## config.mk

```make
export PLATFORM = sky130hd
export DESIGN_NAME = s2mm_writer
export DESIGN_NICKNAME = d
export VERILOG_FILES = /design/src/rtl/s2mm_writer.sv
export SDC_FILE = /design/constraint.sdc
export NUM_CORES = 1
export LEC_CHECK = 0
export ABC_AREA = 1
export CAP_MARGIN = 20
export CORE_ASPECT_RATIO = 1.1
export CORE_MARGIN = 2
export CORE_UTILIZATION = 40
export DETAILED_ROUTE_END_ITERATION = 6
export PLACE_DENSITY = 0.66
export SLEW_MARGIN = 30
export SYNTH_ARGS = -nofsm -noshare
export SYNTH_HDL_FRONTEND = slang
export SYNTH_SLANG_ARGS = --single-unit
```

## constraint.sdc

```tcl
create_clock -name clk -period 2.8 [get_ports clk]
set_clock_uncertainty 0.15 [all_clocks]
set_input_delay 0.42 -clock clk [delete_from_list [all_inputs] [get_ports clk]]
set_output_delay 0.42 -clock clk [all_outputs]
set_load 0.01 [all_outputs]
```

## src/rtl/s2mm_writer.sv

```systemverilog
// s2mm_writer: drains a valid/ready word stream into a memory write port starting
// at a commanded word address, then pulses done with the beat count and short flag.
module s2mm_writer #(
  parameter int WORD_WIDTH = 8,
  parameter int ADDR_WIDTH = 32,
  parameter int LEN_WIDTH  = 16
) (
  input  logic                  clk,
  input  logic                  reset_n,
  input  logic                  cmd_valid,
  output logic                  cmd_ready,
  input  logic [ADDR_WIDTH-1:0] cmd_addr,
  input  logic [LEN_WIDTH-1:0]  cmd_len,
  input  logic                  i_valid,
  output logic                  i_ready,
  input  logic [WORD_WIDTH-1:0] i_data,
  input  logic                  i_last,
  output logic                  o_wvalid,
  input  logic                  o_wready,
  output logic [ADDR_WIDTH-1:0] o_waddr,
  output logic [WORD_WIDTH-1:0] o_wdata,
  output logic                  o_done,
  output logic [LEN_WIDTH-1:0]  o_count,
  output logic                  o_short
);

  typedef enum logic [1:0] {
    IDLE  = 2'd0,
    RUN   = 2'd1,
    DRAIN = 2'd2,
    DONE  = 2'd3
  } state_t;

  state_t                state;
  state_t                state_next;
  logic                  cmd_fire;
  logic                  beat_fire;
  logic                  wr_fire;
  logic [ADDR_WIDTH-1:0] cur_addr;
  logic [LEN_WIDTH-1:0]  remaining;
  logic [LEN_WIDTH-1:0]  count;
  logic                  short_r;

  // A beat ends the transfer when it is the last word owed or the packet ends early.
  function automatic logic is_terminal(input logic last, input logic [LEN_WIDTH-1:0] rem);
    return last || (rem == LEN_WIDTH'(1));
  endfunction

  function automatic logic is_short(input logic last, input logic [LEN_WIDTH-1:0] rem);
    return last && (rem > LEN_WIDTH'(1));
  endfunction

  always_ff @(posedge clk or negedge reset_n) begin
    if (!reset_n) begin
      state <= IDLE;
    end else begin
      state <= state_next;
    end
  end

  always_comb begin
    state_next = state;
    cmd_ready  = 1'b0;
    i_ready    = 1'b0;
    cmd_fire   = 1'b0;
    beat_fire  = 1'b0;
    case (state)
      IDLE: begin
        cmd_ready = 1'b1;
        if (cmd_valid) begin
          cmd_fire   = 1'b1;
          state_next = (cmd_len == '0) ? DONE : RUN;
        end
      end
      RUN: begin
        // Output register can take a new beat when empty or being emptied this cycle.
        i_ready   = !o_wvalid || o_wready;
        beat_fire = i_valid && (!o_wvalid || o_wready);
        if (beat_fire && is_terminal(i_last, remaining)) begin
          state_next = DRAIN;
        end
      end
      DRAIN: begin
        if (!o_wvalid || o_wready) begin
          state_next = DONE;
        end
      end
      DONE: begin
        state_next = IDLE;
      end
      default: begin
        state_next = IDLE;
      end
    endcase
  end

  assign wr_fire = o_wvalid && o_wready;
  assign o_done  = (state == DONE);

  // Write output register and completion status
  always_ff @(posedge clk or negedge reset_n) begin
    if (!reset_n) begin
      o_wvalid <= 1'b0;
      o_waddr  <= '0;
      o_wdata  <= '0;
      o_count  <= '0;
      o_short  <= 1'b0;
    end else begin
      if (beat_fire) begin
        o_wvalid <= 1'b1;
        o_waddr  <= cur_addr;
        o_wdata  <= i_data;
      end else if (wr_fire) begin
        o_wvalid <= 1'b0;
      end
      if ((state_next == DONE) && (state != DONE)) begin
        o_count <= cmd_fire ? '0 : count;
        o_short <= cmd_fire ? 1'b0 : short_r;
      end
    end
  end

  // Transfer bookkeeping; always loaded by a command before it is consulted
  always_ff @(posedge clk) begin
    if (cmd_fire) begin
      cur_addr  <= cmd_addr;
      remaining <= cmd_len;
      count     <= '0;
      short_r   <= 1'b0;
    end else if (beat_fire) begin
      cur_addr  <= cur_addr + ADDR_WIDTH'(1);
      remaining <= remaining - LEN_WIDTH'(1);
      count     <= count + LEN_WIDTH'(1);
      short_r   <= is_short(i_last, remaining);
    end
  end

endmodule

```

After elaboration in Yosys (flattened, before gate mapping)
Cells that the tools add are included.
- $add $sub $neg: 3
- order comparisons: 1
- equal/unequal tests: 6
- mux-type cells: 18
- reductions and logical operators: 12
- operators by type and width (operator ; count):
    $mux W32 ; 2
    $mux W16 ; 3
    $add A32 B1 Y32 const B ; 1
    $add A16 B1 Y16 const B ; 1
    $eq A16 B1 Y1 const B ; 1
    $gt A16 B1 Y1 const B ; 1
    $logic_not A16 Y1 ; 1
    $sub A16 B1 Y16 const B ; 1
    $mux W1 ; 8
    $mux W2 ; 4
    $pmux W2 S4 ; 1
    $eq A2 B2 Y1 const B ; 3
    $logic_and A1 B1 Y1 ; 5
    $reduce_bool A2 Y1 ; 2
    $eq A2 B1 Y1 const B ; 1
    $logic_not A2 Y1 ; 1
    $logic_or A1 B1 Y1 ; 2
    $ne A2 B2 Y1 const B ; 1
    $logic_not A1 Y1 ; 1
- bits in registers: 125
- input bits: 62
- output and inout bits: 61

Depth between registers and ports, before layout
- depth in word-level cells: 8
- gate-level depth with buffers: 13
- depth with buffers taken out: 12

Worst setup path after synthesis
No wires, ideal clock.
- path kind: input to register
- from: in o_wready
- to: reg cur_addr[0] (enable)
- setup time: 584 ps
- data arrival time: 2021 ps
- setup slack: 45 ps
- stages: 6
- buffers on the path: 2
- cells stage by stage: inv_1 nand2_1 nand3_4 clkbuf_1 buf_2 nand2_1
- cells in the longest elaborated chain, start to end: 4
- ends and longest elaborated chain (what ; line ; text):
    start, declared ; 19 ; input logic o_wready,
    $logic_or A1 B1 Y1 ; 78 ; beat_fire = i_valid && (!o_wvalid || o_wready);
    $logic_and A1 B1 Y1 ; 78 ;
    $mux W1 ; 67 ; case (state)
    $reduce_bool A2 Y1 (no source line) ; -- ;
    end signal, assigned ; 126 ; cur_addr <= cmd_addr;
    end signal, assigned ; 131 ; cur_addr <= cur_addr + ADDR_WIDTH'(1);
    end, declared ; 39 ; logic [ADDR_WIDTH-1:0] cur_addr;
Every way passes these cells.
A chain may end at the register's enable or synchronous reset.

Final worst setup path
- from: reg state[1]
- to: out i_ready
- cells in the longest elaborated chain, start to end: 2
- ends and longest elaborated chain (what ; line ; text):
    start, declared ; 34 ; state_t state;
    start signal, assigned ; 57 ; state <= state_next;
    $eq A2 B1 Y1 ; 67 ;
    $mux W1 ; 67 ;
    end, declared ; 15 ; output logic i_ready,
Every way passes these cells.

==> impl_metrics.env <==
export IMPL_reg2reg_from="cur_addr[0]"
export IMPL_cts_buffers=17
export IMPL_critPathKind="flop to output port"
export IMPL_pin_count=123
export IMPL_finalSetupTns_ps=0
export IMPL_fmax_ghz=0.416
export IMPL_rows=48
export IMPL_die_h_um=138
export IMPL_syn_instance_count=847
export IMPL_hold_viol=0
export IMPL_p_sw_share_pct=36.9
export IMPL_internal_power_mw=5.83
export IMPL_critical_path_max_fanout=5
export IMPL_die_area_um2=17300
export IMPL_die_w_um=125
export IMPL_min_delay_worst_endpoint="o_count[6]"
export IMPL_cts_path_max_buffers=2
export IMPL_ys_ff_latch=125
export IMPL_coreArea_um2=15800
export IMPL_layout_nets=1042
export IMPL_layout_drive_gt1_share_pct=6.27
export IMPL_r2r_end="cur_addr[28]"
export IMPL_antenna_found_initial=1
export IMPL_dp_hpwl_um=12100
export IMPL_grt_overflow_total=0
export IMPL_clock_latency_ps=420
export IMPL_layout_common_cells="292 x nand2_1, 121 x clkdlybuf4s50_1, 94 x nor2_1"
export IMPL_reg2reg_slack_ps=690
export IMPL_slew_headroom_pct=60.3
export IMPL_clkSinkCount=125
export IMPL_min_period_ps=2400
export IMPL_cts_tree="built"
export IMPL_fin_cells=1189
export IMPL_cp_start_kind="flop"
export IMPL_htree_levels=4
export IMPL_antenna_cells=0
export IMPL_run_status="complete, no violations"
export IMPL_wl_per_cell_um=14.2
export IMPL_setup_viol=0
export IMPL_dp_cells=1156
export IMPL_seq_area_frac_synth_pct=50.6
export IMPL_synth_edf_count=48
export IMPL_syn_area_um2=6490
export IMPL_critPathCaptureType="output port"
export IMPL_synth_cell_types=34
export IMPL_leakagePower_nw=3.82
export IMPL_p_clk_share_pct=25.0
export IMPL_avgSynthCellArea_um2=7.66
export IMPL_ys_warn_count=0
export IMPL_period_share_pct=85.8
export IMPL_rsz0062_at_grt="no"
export IMPL_clk_pin_slew_worst_paths_ps=60
export IMPL_worstMarginPinSlew_ps=591
export IMPL_maxSlewViolCount=0
export IMPL_place_congestion=0.887
export IMPL_grt_pass1_wl_um=27600
export IMPL_ff2ff_path_depth=8
export IMPL_holdWs_ps=324
export IMPL_start_util_pct=41.1
export IMPL_vias_per_cell=4.89
export IMPL_grtUsageTotal_pct=20.1
export IMPL_wirelength_um=16900
export IMPL_ant_nets=0
export IMPL_ys_dominant_reg_cell="dfrtp_1"
export IMPL_worstHoldPathType="flop to flop"
export IMPL_combPwrFrac_pct=37.3
export IMPL_maxCapViolCount=0
export IMPL_dr_pass1_iters=4
export IMPL_synth_fp_nets=913
export IMPL_clock_root_buffer="clkbuf_16"
export IMPL_vias=5810
export IMPL_pwr_share_seq_pct=37.7
export IMPL_area_delta_synth_final_pct=32.1
export IMPL_layout_commonest_cell="nand2_1"
export IMPL_p_sw_mw=3.41
export IMPL_grt_max_degree=51
export IMPL_arrival_ps=1830
export IMPL_io_buffers=122
export IMPL_drtIter0Drc=422
export IMPL_grt_pass1_vias=5665
export IMPL_crit_required_ps=2230
export IMPL_powerDensity_nw_per_um2=1080
export IMPL_whs_path_depth=2
export IMPL_synthArstFlopShare_pct=48.0
export IMPL_max_vdd_ir_drop_v=0.000576
export IMPL_drc_errors=0
export IMPL_holdCritStartpoint="o_count[6]"
export IMPL_cts_resized=0
layout make-up:
cell class | count | area (um2)
timing repair buffer | 137 | 1340
multi-input combinational | 606 | 2740
tap | 200 | 250
clock inverter | 9 | 100
sequential | 125 | 3280
clock buffer | 23 | 522
fill | 1518 | 7220
inverter | 89 | 334
worst max-delay path by stage:
stage	startpoint	to	slack, ps	depth (start not counted)
after global routing	state[0]	i_ready	260	5
after floorplan	o_wready	cur_addr[0]	50	6
after detailed placement	o_wready	o_count[3]	270	11
after global placement	o_wready	o_count[2]	310	11
final	state[1]	i_ready	400	4
after CTS	state[0]	i_ready	380	5
logic make-up (layout without fill, tap and decap cells):
family                   after synthesis  count (layout)  synth area share, %
AND/OR/NAND/NOR                      492             492                 31.7
flip-flops                           125             125                 50.6
buffers and inverters                116             258                 7.21
AO/OA/AOI/OAI                         95              95                 7.66
XOR/XNOR                              15              15                 2.02
adder cells (fa/ha/maj)                4               4                0.771
cell usage after synthesis (3+ instances only):
master	instances	share of area, %
dfrtp_1	60	23
inv_1	86	5.0
dfxtp_1	17	5.2
clkbuf_1	12	0.69
nand3_1	58	4.5
inv_2	3	0.17
o21ai_1	14	1.1
ha_1	4	0.77
nor2_1	94	5.4
buf_2	11	0.85
a21oi_1	18	1.4
nor3_1	17	1.3
nand2_1	293	17
xnor2_1	5	0.67
o21ai_0	53	4.1
a31oi_1	7	0.67
xor2_1	10	1.3
nor2_2	3	0.29
nand4_1	16	1.5
edfxtp_1	48	22
timing repair:
item,in CTS,in global routing
setup endpoints to repair,0,0
setup buffers,0,0
hold endpoints to repair,22,0
hold buffers,1,0
per-stage QoR:
stage	utilization, %	area, um2	setup WS, ps	power (mW)
after floorplan	-	6490	45.3	5.48
after detailed placement	50.3	7940	267	6.98
after CTS	54.3	8570	383	9.32
after global routing	54.3	8570	258	9.92
final	54.3	8570	398	9.25
after global placement	50.3	7940	310	6.91
worst max-delay path, cell delays in order, from the launching register on:
cell and delay, ps:
dfrtp_1 450, nor2_2 230, inv_1 60, nor2_1 110, clkdlybuf4s50_1 560
power groups by stage:
stage,clock network (mW),registers (mW),logic [mW]
after floorplan,0,3.55,1.93
after global placement,0,3.49,3.42
after detailed placement,0,3.50,3.48
after CTS,2.34,3.48,3.50
after global routing,2.42,3.59,3.91
final,2.31,3.48,3.45
metal layers:
metal / share of wire [%] / global-route usage, % / wire, um / up-vias
met5: 0 / 0 / 0 / -
met4: 2.0 / 8.15 / 334 / 0
met3: 4.9 / 5.17 / 831 / 25
met2: 48 / 32.9 / 8020 / 140
met1: 46 / 25.7 / 7680 / 2660
li1: - / - / - / 2985
registers in the layout, summed over array words and instances (netlist names):
name       count
cur_addr      32
o_waddr       32
count         16
o_count       16
remaining     16
o_wdata        8
state          2
o_short        1
o_wvalid       1
short_r        1
(Power assumes the default switching activity.)
